`src/rtl/eprisc_iobus_master_if.sv`:
```
// eprisc_iobus_master_if
//   Groups the CPU-side request/response handshake and the controller-side
//   bus pins of the epRISC I/O bus master into one bundle.
//   master modport : seen by eprisc_iobus_master (drives o*, reads i*)
//   slave  modport : seen by the CPU / controller side (drives i*, reads o*)
//   CPU side   : iReq, iWrite, iAddr[14:0], iData[15:0] -> oAck, oRdValid,
//                oRdData[15:0], oIdle, oInterrupt
//   Bus side   : oBusClock, oBusSelect[1:0], oBusMOSI[7:0], iBusMISO[7:0],
//                iBusInterrupt
interface eprisc_iobus_master_if;
    logic        iReq;
    logic        iWrite;
    logic [14:0] iAddr;
    logic [15:0] iData;
    logic        oAck;
    logic        oRdValid;
    logic [15:0] oRdData;
    logic        oIdle;
    logic        oInterrupt;
    logic        oBusClock;
    logic [1:0]  oBusSelect;
    logic [7:0]  oBusMOSI;
    logic [7:0]  iBusMISO;
    logic        iBusInterrupt;

    modport master (
        input  iReq, iWrite, iAddr, iData, iBusMISO, iBusInterrupt,
        output oAck, oRdValid, oRdData, oIdle, oInterrupt,
               oBusClock, oBusSelect, oBusMOSI
    );

    modport slave (
        output iReq, iWrite, iAddr, iData, iBusMISO, iBusInterrupt,
        input  oAck, oRdValid, oRdData, oIdle, oInterrupt,
               oBusClock, oBusSelect, oBusMOSI
    );
endinterface

```
`src/rtl/eprisc_iobus_master.sv`:
```
// eprisc_iobus_master
//   Host-side master for the epRISC I/O controller bus. Each CPU request is
//   packed into a 7-bus-cycle frame {wr, addr, data} sent LSB byte first;
//   read data for frame N comes back in BC0/BC1 of frame N+1.
// Ports
//   iClk  : system clock, everything on posedge
//   iRst  : synchronous active-high reset
//   bus   : eprisc_iobus_master_if.master (request/response + bus pins)
// Parameters
//   CLK_DIV          : iClk cycles per bus-clock half period (>= 2)
//   RESET_BUS_CYCLES : bus-clock rises the controller is held in reset
module eprisc_iobus_master #(
    parameter int CLK_DIV          = 4,
    parameter int RESET_BUS_CYCLES = 8
) (
    input  logic                  iClk,
    input  logic                  iRst,
    eprisc_iobus_master_if.master bus
);
    localparam int PW   = (CLK_DIV > 1) ? $clog2(CLK_DIV) : 1;
    localparam int RC_W = $clog2(RESET_BUS_CYCLES + 1);
    localparam logic [PW-1:0]   PH_MAX  = PW'(CLK_DIV - 1);
    localparam logic [RC_W-1:0] HOLD_N  = RC_W'(RESET_BUS_CYCLES);
    localparam logic [31:0]     NOP_WORD = 32'h7FFF_0000;

    localparam logic [0:0] ST_HOLD = 1'b0;
    localparam logic [0:0] ST_RUN  = 1'b1;

    logic [0:0]      r_state;
    logic [PW-1:0]   r_phase;
    logic            r_bclk;
    logic [RC_W-1:0] r_rstcnt;
    logic [2:0]      r_bc;
    logic [31:0]     r_word;
    logic [7:0]      r_mosi;
    logic            r_ack;
    logic            r_cur_req;   // this frame carries a CPU request
    logic            r_cur_rd;    // ...and it is a read
    logic            r_prev_rd;   // previous frame was a read, data still due
    logic [7:0]      r_rdlo;
    logic [15:0]     r_rddata;
    logic            r_rdvalid;
    logic [1:0]      r_irq_sync;

    logic        w_wrap;
    logic        w_rise;
    logic        w_hold_done;
    logic        w_frame_start;
    logic [31:0] w_word;
    logic [2:0]  w_bc_next;
    logic [7:0]  w_byte;

    always_comb begin
        w_wrap        = (r_phase == PH_MAX);
        w_rise        = w_wrap && !r_bclk;
        w_hold_done   = (r_rstcnt == HOLD_N);
        // The rise that releases the controller also opens the first frame.
        w_frame_start = w_rise && ((r_state == ST_RUN) ? (r_bc == 3'd6) : w_hold_done);
        w_word        = r_word;
        if (w_frame_start)
            w_word = bus.iReq ? {bus.iWrite, bus.iAddr, bus.iData} : NOP_WORD;
        w_bc_next     = w_frame_start ? 3'd0 : r_bc + 3'd1;
        case (w_bc_next)
            3'd0:    w_byte = w_word[7:0];
            3'd1:    w_byte = w_word[15:8];
            3'd2:    w_byte = w_word[23:16];
            3'd3:    w_byte = w_word[31:24];
            default: w_byte = 8'h00;
        endcase
    end

    always_ff @(posedge iClk) begin
        if (iRst) begin
            r_state    <= ST_HOLD;
            r_phase    <= '0;
            r_bclk     <= 1'b0;
            r_rstcnt   <= '0;
            r_bc       <= 3'd0;
            r_word     <= '0;
            r_mosi     <= 8'h00;
            r_ack      <= 1'b0;
            r_cur_req  <= 1'b0;
            r_cur_rd   <= 1'b0;
            r_prev_rd  <= 1'b0;
            r_rdlo     <= 8'h00;
            r_rddata   <= 16'h0000;
            r_rdvalid  <= 1'b0;
            r_irq_sync <= 2'b00;
        end else begin
            r_ack      <= 1'b0;
            r_rdvalid  <= 1'b0;
            r_irq_sync <= {r_irq_sync[0], bus.iBusInterrupt};
            r_phase    <= w_wrap ? '0 : r_phase + 1'b1;
            if (w_wrap)
                r_bclk <= ~r_bclk;

            if (w_rise) begin
                if (r_state == ST_HOLD) begin
                    if (w_hold_done)
                        r_state <= ST_RUN;
                    else
                        r_rstcnt <= r_rstcnt + 1'b1;
                end

                if (r_state == ST_RUN || w_frame_start) begin
                    r_bc   <= w_bc_next;
                    r_mosi <= w_byte;
                end

                if (w_frame_start) begin
                    r_word    <= w_word;
                    r_ack     <= bus.iReq;
                    r_cur_req <= bus.iReq;
                    r_cur_rd  <= bus.iReq && !bus.iWrite;
                    r_prev_rd <= r_cur_rd;
                end

                // MISO is captured at the rise that closes BC0 / BC1.
                if (r_state == ST_RUN && r_bc == 3'd0)
                    r_rdlo <= bus.iBusMISO;
                if (r_state == ST_RUN && r_bc == 3'd1 && r_prev_rd) begin
                    r_rddata  <= {bus.iBusMISO, r_rdlo};
                    r_rdvalid <= 1'b1;
                    r_prev_rd <= 1'b0;
                end
            end
        end
    end

    assign bus.oAck       = r_ack;
    assign bus.oRdValid   = r_rdvalid;
    assign bus.oRdData    = r_rddata;
    assign bus.oIdle      = !r_cur_req && !r_prev_rd;
    assign bus.oInterrupt = r_irq_sync[1];
    assign bus.oBusClock  = r_bclk;
    assign bus.oBusSelect = (r_state == ST_RUN) ? 2'h1 : 2'h0;
    assign bus.oBusMOSI   = r_mosi;
endmodule

```
`src/flat_wrapper.sv`:
```
// flat-port wrapper written by rule: the top's interface ports become plain ports
module eprisc_iobus_master_flat 
#(
    parameter int CLK_DIV          = 4,
    parameter int RESET_BUS_CYCLES = 8
)
  (iClk, iRst, bus_iReq, bus_iWrite, bus_iAddr, bus_iData, bus_iBusMISO, bus_iBusInterrupt, bus_oAck, bus_oRdValid, bus_oRdData, bus_oIdle, bus_oInterrupt, bus_oBusClock, bus_oBusSelect, bus_oBusMOSI);
  eprisc_iobus_master_if bus_i ();
  input  logic iClk;
  input  logic iRst;
  input wire logic [$bits(bus_i.iReq)-1:0] bus_iReq;
  input wire logic [$bits(bus_i.iWrite)-1:0] bus_iWrite;
  input wire logic [$bits(bus_i.iAddr)-1:0] bus_iAddr;
  input wire logic [$bits(bus_i.iData)-1:0] bus_iData;
  input wire logic [$bits(bus_i.iBusMISO)-1:0] bus_iBusMISO;
  input wire logic [$bits(bus_i.iBusInterrupt)-1:0] bus_iBusInterrupt;
  output wire logic [$bits(bus_i.oAck)-1:0] bus_oAck;
  output wire logic [$bits(bus_i.oRdValid)-1:0] bus_oRdValid;
  output wire logic [$bits(bus_i.oRdData)-1:0] bus_oRdData;
  output wire logic [$bits(bus_i.oIdle)-1:0] bus_oIdle;
  output wire logic [$bits(bus_i.oInterrupt)-1:0] bus_oInterrupt;
  output wire logic [$bits(bus_i.oBusClock)-1:0] bus_oBusClock;
  output wire logic [$bits(bus_i.oBusSelect)-1:0] bus_oBusSelect;
  output wire logic [$bits(bus_i.oBusMOSI)-1:0] bus_oBusMOSI;
  assign bus_i.iReq = bus_iReq;
  assign bus_i.iWrite = bus_iWrite;
  assign bus_i.iAddr = bus_iAddr;
  assign bus_i.iData = bus_iData;
  assign bus_i.iBusMISO = bus_iBusMISO;
  assign bus_i.iBusInterrupt = bus_iBusInterrupt;
  assign bus_oAck = bus_i.oAck;
  assign bus_oRdValid = bus_i.oRdValid;
  assign bus_oRdData = bus_i.oRdData;
  assign bus_oIdle = bus_i.oIdle;
  assign bus_oInterrupt = bus_i.oInterrupt;
  assign bus_oBusClock = bus_i.oBusClock;
  assign bus_oBusSelect = bus_i.oBusSelect;
  assign bus_oBusMOSI = bus_i.oBusMOSI;
  eprisc_iobus_master #(.CLK_DIV(CLK_DIV), .RESET_BUS_CYCLES(RESET_BUS_CYCLES)) u_core (.iClk(iClk), .iRst(iRst), .bus(bus_i));
endmodule
```
`config.mk`:
```
export PLATFORM = sky130hd
export DESIGN_NAME = eprisc_iobus_master_flat
export DESIGN_NICKNAME = d
export VERILOG_FILES = /design/src/rtl/eprisc_iobus_master_if.sv /design/src/rtl/eprisc_iobus_master.sv /design/src/flat_wrapper.sv
export SDC_FILE = /design/constraint.sdc
export NUM_CORES = 1
export LEC_CHECK = 0
export CAP_MARGIN = 20
export CORE_MARGIN = 4
export CORE_UTILIZATION = 46
export DETAILED_ROUTE_END_ITERATION = 12
export PLACE_DENSITY_LB_ADDON = 0.1
export RECOVER_POWER = 25
export SETUP_SLACK_MARGIN = 0.05
export SYNTH_ARGS = -nofsm -noshare
export SYNTH_HDL_FRONTEND = slang
export SYNTH_SLANG_ARGS = --single-unit
```
`constraint.sdc`:
```
create_clock -name iClk -period 1.9 [get_ports iClk]
set_input_delay 0.285 -clock iClk [delete_from_list [all_inputs] [get_ports iClk]]
set_output_delay 0.285 -clock iClk [all_outputs]
set_load 0.1 [all_outputs]
```
-- Word-level counts from Yosys, hierarchy flattened
Index checks and enable logic that the tools add are counted.
- $add $sub $neg: 3
- equality and inequality tests: 7
- multiplexer cells: 11
- bitwise logic cells: 5
- reductions and logical operators: 24
- operators with widths (cell ; number):
    $mux 32 ; 2
    $pmux 8 s4 ; 1
    $reduce_and 2->1 ; 5
    $logic_and 1x1->1 ; 7
    $mux 1 ; 7
    $eq 3x1->1 const B ; 2
    $eq 3x2->1 const B ; 2
    $logic_not 3->1 ; 2
    $not 1->1 ; 5
    $add 4x1->4 const B ; 1
    $eq 4x4->1 const B ; 1
    $logic_not 1->1 ; 4
    $reduce_or 2->1 ; 2
    $add 3x1->3 const B ; 1
    $eq 3x3->1 const B ; 1
    $mux 3 ; 1
    $reduce_and 3->1 ; 1
    $reduce_or 3->1 ; 1
    $add 2x1->2 const B ; 1
    $eq 2x2->1 const B ; 1
    $reduce_bool 2->1 ; 1
    $logic_or 1x1->1 ; 1
- register bits after elaboration: 82
- input bits: 44
- output and inout port bits: 31
- word-level logic and storage cells: 65

-- Longest topological paths before layout
Gate-level depths: netlist (run 1).
- depth in word-level cells: 6
- depth in mapped cells: 9
- depth with buffers taken out: 7

-- Least setup slack after synthesis (run 1)
Ideal clock, no wire load.
- path type: register to register
- start: reg u_core.r_bclk (netlist: u_core.bus.oBusClock)
- end: reg u_core.r_mosi[0] (netlist: u_core.bus.oBusMOSI[0])
- library setup time: 0.091 ns
- data arrival time: 2.025 ns
- required time: 1.809 ns
- setup slack: -0.216 ns
- stages on the path, launching flop included: 6
- path buffers: 0
- period minus slack after synthesis: 2.116 ns
- cell sequence: dfxtp_1 > nand2b_2 > a211oi_4 > nor2_1 > nand3_1 > a311oi_1
- cells in the longest elaborated chain, start to end: 6
- elaborated cells between the ends (all ways): 12
- those cells by class: eq/ne (3); mux (3); reduce/logical (6)
- ends and longest elaborated chain (element ; line ; source):
    start, declared ; eprisc_iobus_master.sv:31 ; logic r_bclk;
    start signal, assigned ; eprisc_iobus_master.sv:95 ; r_bclk <= ~r_bclk;
    $logic_not 1->1 (*) ; eprisc_iobus_master.sv:55 ; w_rise = w_wrap && !r_bclk;
    $logic_and 1x1->1 (*) ; eprisc_iobus_master.sv:55 ;
    $logic_and 1x1->1 ; eprisc_iobus_master.sv:58 ; w_frame_start = w_rise && ((r_state == ST_RUN) ? (r_bc == 3'd6) : w_hold_done);
    $mux 3 ; eprisc_iobus_master.sv:62 ; w_bc_next = w_frame_start ? 3'd0 : r_bc + 3'd1;
    $eq 3x2->1 (tied with other cells) ; eprisc_iobus_master.sv:63 ; case (w_bc_next)
    $pmux 8 s4 ; eprisc_iobus_master.sv:63 ;
    end signal, assigned ; eprisc_iobus_master.sv:107 ; r_mosi <= w_byte;
    end, declared ; eprisc_iobus_master.sv:35 ; logic [7:0] r_mosi;
Every way passes the cells marked *; elsewhere a longest branch is shown, timed or not.
A chain may end at the register's enable or synchronous reset.

-- Final worst setup path (run 1)
- start: reg u_core.r_bc[1]
- end: reg u_core.r_mosi[4] (netlist: u_core.bus.oBusMOSI[4])
- cells in the longest elaborated chain, start to end: 6
- elaborated cells between the ends (all ways): 13
- those cells by class: add/sub (1); eq/ne (4); mux (4); reduce/logical (4)
- ends and longest elaborated chain (element ; line ; source):
    start, declared ; eprisc_iobus_master.sv:33 ; logic [2:0] r_bc;
    start signal, assigned ; eprisc_iobus_master.sv:106 ; r_bc <= w_bc_next;
    parallel branches: the longest is 6 deep, another holds $add 3x1->3 ; n/a ;
Several ways; the timed one is not identified.

==> metrics.txt, run 1 <==
Max Freq 0.559 GHz; CTS Sinks 82; DR top layer met4; Overall Global Routing Usage 20.4%; crit-path max cell delay 0.38 ns; cell count after placement 586; fill count 657; Final ANT Viol Nets 0; Max IR drop VDD 0.464 mV; static leakage 1.83 nW; yosys warns 0; DR WL met3 597 um; count of final setup violators 0; crit-path cells inv_1 -> ha_2 -> buf_12 -> mux2_2 -> nand2_1 -> a22o_1 -> a311oi_2; cell family with most CP delay flip-flops; Worst-path clk slew 0.08 ns; Final Non-Filler Cells 610; #FFs+latches synth 82; Max-cap violations 0; Worst EP arrival 2.02 ns; Post-synth EDFFs 0; Slew Limit Fails 0; Skew-Pair Late Insertion Delay 0.35 ns; die area 9140 um2; RSZ-0062 raised after global routing false; Crit. path cell count 7; Post-Synth Adder-Cell Area 2.48%; final wirelength 9000 um; critical path class reg -> reg; register area 1650 um2; Placed Instance Area 4410 um2; status finished, final reports clean; clk root buf clkbuf_8; Initial Util 47.9%; Mapped Area 3530 um2; Hold WC Path Type reg -> reg; clock tree buffer depth 2; period utilisation layout 94.1%; Net Count, Synth 473; vias in the first global route 2979; critical path startpoint category flop; Distinct cells, synth 39; row cnt 31; Required @ worst endpoint 2.13 ns; mux contribution to synthesized area 5.42%; fin nets 557; Cells after Synth 422; layout cells sized above 1 20.7%; CTS H-Tree Depth 3; Power Dens Cells 695 nW/um2; I/O Pins 75; Post-synth ARST share 0%; largest family of logic cells by synthesized area simple AND/OR/NAND/NOR gates; Final Hold Violating Endpoints 0; Compound-Gate Fraction of Synth Area 16.4%; Core ar. 7370 um2; Placer Congestion 0.846; Die Height 95.6 um; # DRC 0; simple-gate share of the synthesized area 21.7%; Synth Area in XOR/XNOR 0.992%; WL met1 4200 um; syn_area_per_cell 8.37 um2; port bufs 73; DR iter-0 viols 196; setup tns final 0 ns; CTS tree built; DPL Wire Length 5880 um; Final Instance Area 4770 um2; Final Skew 0.00813 ns; post-layout power 3.32 mW; DR WL met2 4110 um; sequential share of the synthesized area 46.5%; global-route wire length before repair 14500 um; antenna violations before repair 0; Detailed Routing Iterations Pass 1 4; diode count 0; Slew headroom 35.9%; Synth Flop Type dfxtp_1; vias per cell 5.23; R2R depth 7; multi-input logic area 1730 um2; CTS Buf Count 9; Hold Path Stages 1; Final Critical Period 1.79 ns; synth-to-layout area growth 35.2%; WP buf/inv 2; Vias 3191; Avg WL per Cell 14.8 um; CP Capture Type flop; DIE WIDTH 95.6 um; slowest stage cell, crit path dfxtp_4; gr ovfl total 0; Worst Tran Pin Value 0.962 ns; largest net degree at the start of global routing 48; largest fanout on the critical path 16
-- sequential cells by signal (all words and copies together) (netlist names) --
name and flops:
u_core.bus.oRdData 16, u_core.bus.oRdValid 1, u_core.r_rstcnt 4, u_core.r_irq_sync 2
u_core.r_cur_req 1, u_core.r_bc 3, u_core.r_cur_rd 1, u_core.bus.oBusClock 1
u_core.bus.oBusMOSI 8, u_core.r_phase 2, u_core.r_state 1, u_core.bus.oAck 1
u_core.r_word 32, u_core.r_rdlo 8, u_core.r_prev_rd 1
-- final timing paths --
check                                        from                endpoint  slack, ns
worst max-delay path               u_core.r_bc[1]  u_core.bus.oBusMOSI[4]       0.11
worst min-delay path            u_core.r_phase[0]       u_core.r_phase[0]       0.44
worst max register to register     u_core.r_bc[1]  u_core.bus.oBusMOSI[4]       0.11
worst min register to register  u_core.r_phase[0]       u_core.r_phase[0]       0.44
-- repair_timing --
action / in CTS / in global routing
gates resized for setup: 7 / 15
buffers inserted: 6 / 1
setup endpoints to repair: 19 / 31
pin swaps: 3 / 6
hold buffers: 0 / 0
cloned: 2 / 0
-- cell usage after synthesis (9+ instances only) --
cell type  count  share of area (%)
clkbuf_1      13                1.4
buf_2         11                1.6
a21oi_1       43                6.1
mux2i_1        9                2.6
nand2_1       80                8.5
a311oi_1      22                5.5
o21ai_0       10                1.4
nor2_1        42                4.5
inv_1         20                2.1
nand3_1       31                4.4
dfxtp_1       82                 46
-- cell usage in the layout, fill, tap and decap left out, types with 9 or more instances in the layout --
cell type	instances
dfxtp_1	77
buf_4	26
clkdlybuf4s50_1	42
o21ai_0	10
buf_12	9
nand3_1	31
a311oi_1	18
nor2_1	41
a21oi_1	43
nand2_1	80
inv_1	19
mux2i_1	9
clkbuf_2	23
clkbuf_8	9
-- worst register-to-register path: cells and delay by family (launching register included) --
family | cells | cell delay, ns
muxes | 1 | 0.36
adders and majority gates | 1 | 0.37
DFF | 1 | 0.38
buffers and inverters | 2 | 0.23
and+or+nand+nor | 1 | 0.09
AOI/OAI and AO/OA | 2 | 0.25
-- routing by layer --
layer | track usage [%] | up-vias
li1 | - | 1605
met1 | 28.3 | 1490
met2 | 31.0 | 88
met3 | 3.95 | 8
met4 | 8.18 | 0
met5 | 0 | -
-- through the flow --
stage / hold WS (ns) / worst slack, ns / util [%]
floorplan: 0.404 / 0.0558 / -
global placement: 0.412 / 0.108 / 59.8
detailed placement: 0.423 / 0.0162 / 59.8
CTS: 0.382 / 0.0501 / 64.8
global route: 0.453 / 0.0123 / 64.8
finish: 0.439 / 0.111 / 64.8
-- kinds of logic after synthesis --
group           after synthesis
compound gates               87
xor+xnor                      4
fa+ha+maj                     7
buf+inv                      51
flops                        82
mux                          17
other cells                   1
simple gates                173
-- report_power, final --
part | switching (mW) | internal, mW
clock network | 0.618 | 0.740
logic | 0.115 | 0.114
registers | 0.00554 | 1.73
total | 0.739 | 2.58
-- layout make-up --
cell class | instances | area share, %
sequential | 82 | 34.6
clock buffer | 11 | 2.75
tap | 99 | 2.59
clock inverter | 5 | 1.65
timing repair buffer | 104 | 20.5
inverter | 20 | 1.57
multi-input combinational | 289 | 36.3
No activity file was read; power rests on OpenSTA's default activity.
==> inputs of run 2 (changes only) <==
==> constraint.sdc (replaced) <==
create_clock -name iClk -period 1.9 [get_ports iClk]
set_input_delay 0.38 -clock iClk [delete_from_list [all_inputs] [get_ports iClk]]
set_output_delay 0.38 -clock iClk [all_outputs]
set_load 0.1 [all_outputs]
==> run 2 against run 1 <==
Via count shrank 0.19%. Register-to-register slack lost 0.03 ns. Total power shrank 3.2%. Final cell count shrank 0.82%. Critical path type unchanged. Clock-buffer cell count shrank 1. Highest routed layer unchanged. Sequential power is essentially flat. Sequential share of layout area grew 0.47 points. Clock skew grew 0.0063 ns. Die area is the same. Hold slack gained 0.0080 ns. First-iteration DRC count shrank 17%. Non-clock buffer count shrank 4.
==> metrics.txt, run 2 (synthesis results as in run 1) <==
largest net degree at the start of global routing 48 (unchanged); row cnt 31 (unchanged); Max-cap violations 0 (unchanged); largest fanout on the critical path 7 (-9); WP buf/inv 3 (+1); static leakage 1.80 nW (-1.9%); power share of the clock group 38.7% (-2.2 points); Final Hold Violating Endpoints 0 (unchanged); period utilisation layout 95.6% (+1.4 points); post-layout power 3.21 mW (-3.2%); Max Freq 0.551 GHz (-1.5%); I/O Pins 75 (unchanged); crit-path cells inv_2 -> ha_2 -> a21boi_4 -> a211oi_4 -> buf_12 -> nor3_2 -> buf_4 -> nand2_1 -> a311oi_2; clock tree buffer depth 2 (unchanged); reg2reg setup slack 0.08 ns (-0.03 ns); CTS Sinks 82 (unchanged); R2R depth 9 (+2); most used cells in the layout excluding fill and tap cells dfxtp_1, nand2_1, a21oi_1, clkdlybuf4s50_1, nor2_1; Power Dens Cells 685 nW/um2 (-1.4%); Worst EP arrival 2.07 ns (+0.05 ns); Required @ worst endpoint 2.15 ns (+0.02 ns); DR iter-0 viols 162 (-17%); post-place setup slack 0.0305 ns (+0.0143 ns); cell family with most CP delay compound AO/OA/AOI/OAI gates; count of final setup violators 0 (unchanged); DIE WIDTH 95.6 um (unchanged); Worst-path clk slew 0.08 ns (about the same); Final Non-Filler Cells 605 (-0.82%); Overall Global Routing Usage 19.7% (-0.67 points); Final Critical Period 1.82 ns (+0.0272 ns); Placer Congestion 0.842 (-0.44%); reg-to-reg startpoint u_core.r_bc[0]; Core ar. 7370 um2 (unchanged); final wirelength 8700 um (-3.3%); CTS Buf Count 9 (unchanged); crit path from u_core.r_bc[0]; Final WS setup 0.0842 ns (-0.0272 ns); global-route wire length before repair 14100 um (-2.6%); CP Capture Type flop; vias per cell 5.26 (+0.64%); Sw Share 22.9% (+0.65 points); port bufs 73 (unchanged); vias in the first global route 2965 (-0.47%); Final Skew 0.0144 ns (+0.00632 ns); slowest stage cell, crit path dfxtp_2; cts hold-fix bufs 0 (unchanged); Slew headroom 36.4% (+0.57 points); status finished, final reports clean; critical path startpoint category flop; Detailed Routing Iterations Pass 1 5 (+1); Initial Util 47.9% (unchanged); critical path class reg -> reg; Sw Pwr 736 uW (-0.37%); combinational share of power 7.3% (+0.4 points); Most flops, register u_core.r_word; Slew Limit Fails 0 (unchanged); Die Height 95.6 um (unchanged); layout cells sized above 1 19.2% (-1.6 points); CTS tree built; crit-path max cell delay 0.37 ns (about the same); fill count 672 (+2.3%); die area 9140 um2 (unchanged); CTS H-Tree Depth 3 (unchanged); cell count after placement 586 (unchanged); antenna violations before repair 0 (unchanged); # DRC 0 (unchanged); Worst Tran Pin Value 0.954 ns (-0.00851 ns); DPL Wire Length 5850 um (-0.45%); diode count 0 (unchanged); Vias 3185 (-0.19%); Final ANT Viol Nets 0 (unchanged); register share of total power 54.0% (+1.8 points); fin nets 553 (-0.72%); clk root buf clkbuf_8; Crit. path cell count 9 (+2); Max IR drop VDD 0.483 mV (+4.0%); Hold Path Stages 1 (unchanged); Hold WC Path Type reg -> reg; synth-to-layout area growth 32.8%; Skew-Pair Late Insertion Delay 0.35 ns (about the same); Cell Int Power 2.48 mW (-4.0%); Avg WL per Cell 14.4 um (-2.5%); Largest register FFs 32 (unchanged); most common cell after layout, fill and taps aside dfxtp_1; gr ovfl total 0 (unchanged); hold wc startpoint u_core.r_phase[0]
==> run 2: cell types whose count changed in the layout (fill, tap and decap cells not counted), sizes merged <==
cell      previous run  this run
clkinv               3         2
bufinv               2         1
clkbuf              35        33
clkinvlp             0         2
buf                 38        34
bufbuf               0         1
==> run 2: area by class of cell <==
class / count / area [um2] / share of cell area, %
well taps: 99 / 124 / 2.64
inverters: 20 / 75.1 / 1.60
repair buffers: 100 / 935 / 19.9
flip-flops and latches: 82 / 1640 / 35.0
multi-input cells: 289 / 1720 / 36.7
clock inverters: 5 / 55.1 / 1.17
clock buffers: 10 / 138 / 2.93
==> run 2: final timing paths <==
check,end
setup reg to reg,u_core.bus.oBusMOSI[7]
setup / recovery,u_core.bus.oBusMOSI[7]
hold / removal,u_core.r_phase[0]
hold reg to reg,u_core.r_phase[0]
==> run 2: per-layer routing <==
layer  GRT usage, %  share of wire [%]  routed length, um  vias up
li1               -                  -                  -     1589
met1           27.6                 47               4060     1472
met2           29.4                 45               3920      113
met3           4.74                7.1                614       11
met4           7.11                1.2                101        0
met5              0                  0                  0        -
==> run 2: metrics by stage <==
step	area [um2]	hold WS, ns	setup TNS (ns)	utilization [%]
floorplan	3540	0.404	0	-
global placement	4520	0.412	0	61.3
detailed placement	4520	0.430	0	61.3
CTS	4780	0.456	0	64.8
global route	4690	0.468	-0.0125	63.6
finish	4690	0.447	0	63.6
==> run 2: what timing repair did <==
action,in CTS,in global routing
gates resized for setup,2,10
gates cloned,1,0
setup buffers,2,1
endpoints found under the setup margin,18,40
pin swaps,1,3
==> run 2: power by group through the flow <==
stage	clock network, mW	logic [mW]	registers, mW
floorplan	0	0.0839	1.79
global placement	0	0.233	1.77
detailed placement	0	0.234	1.77
CTS	1.28	0.235	1.73
global route	1.34	0.252	1.74
finish	1.24	0.235	1.73
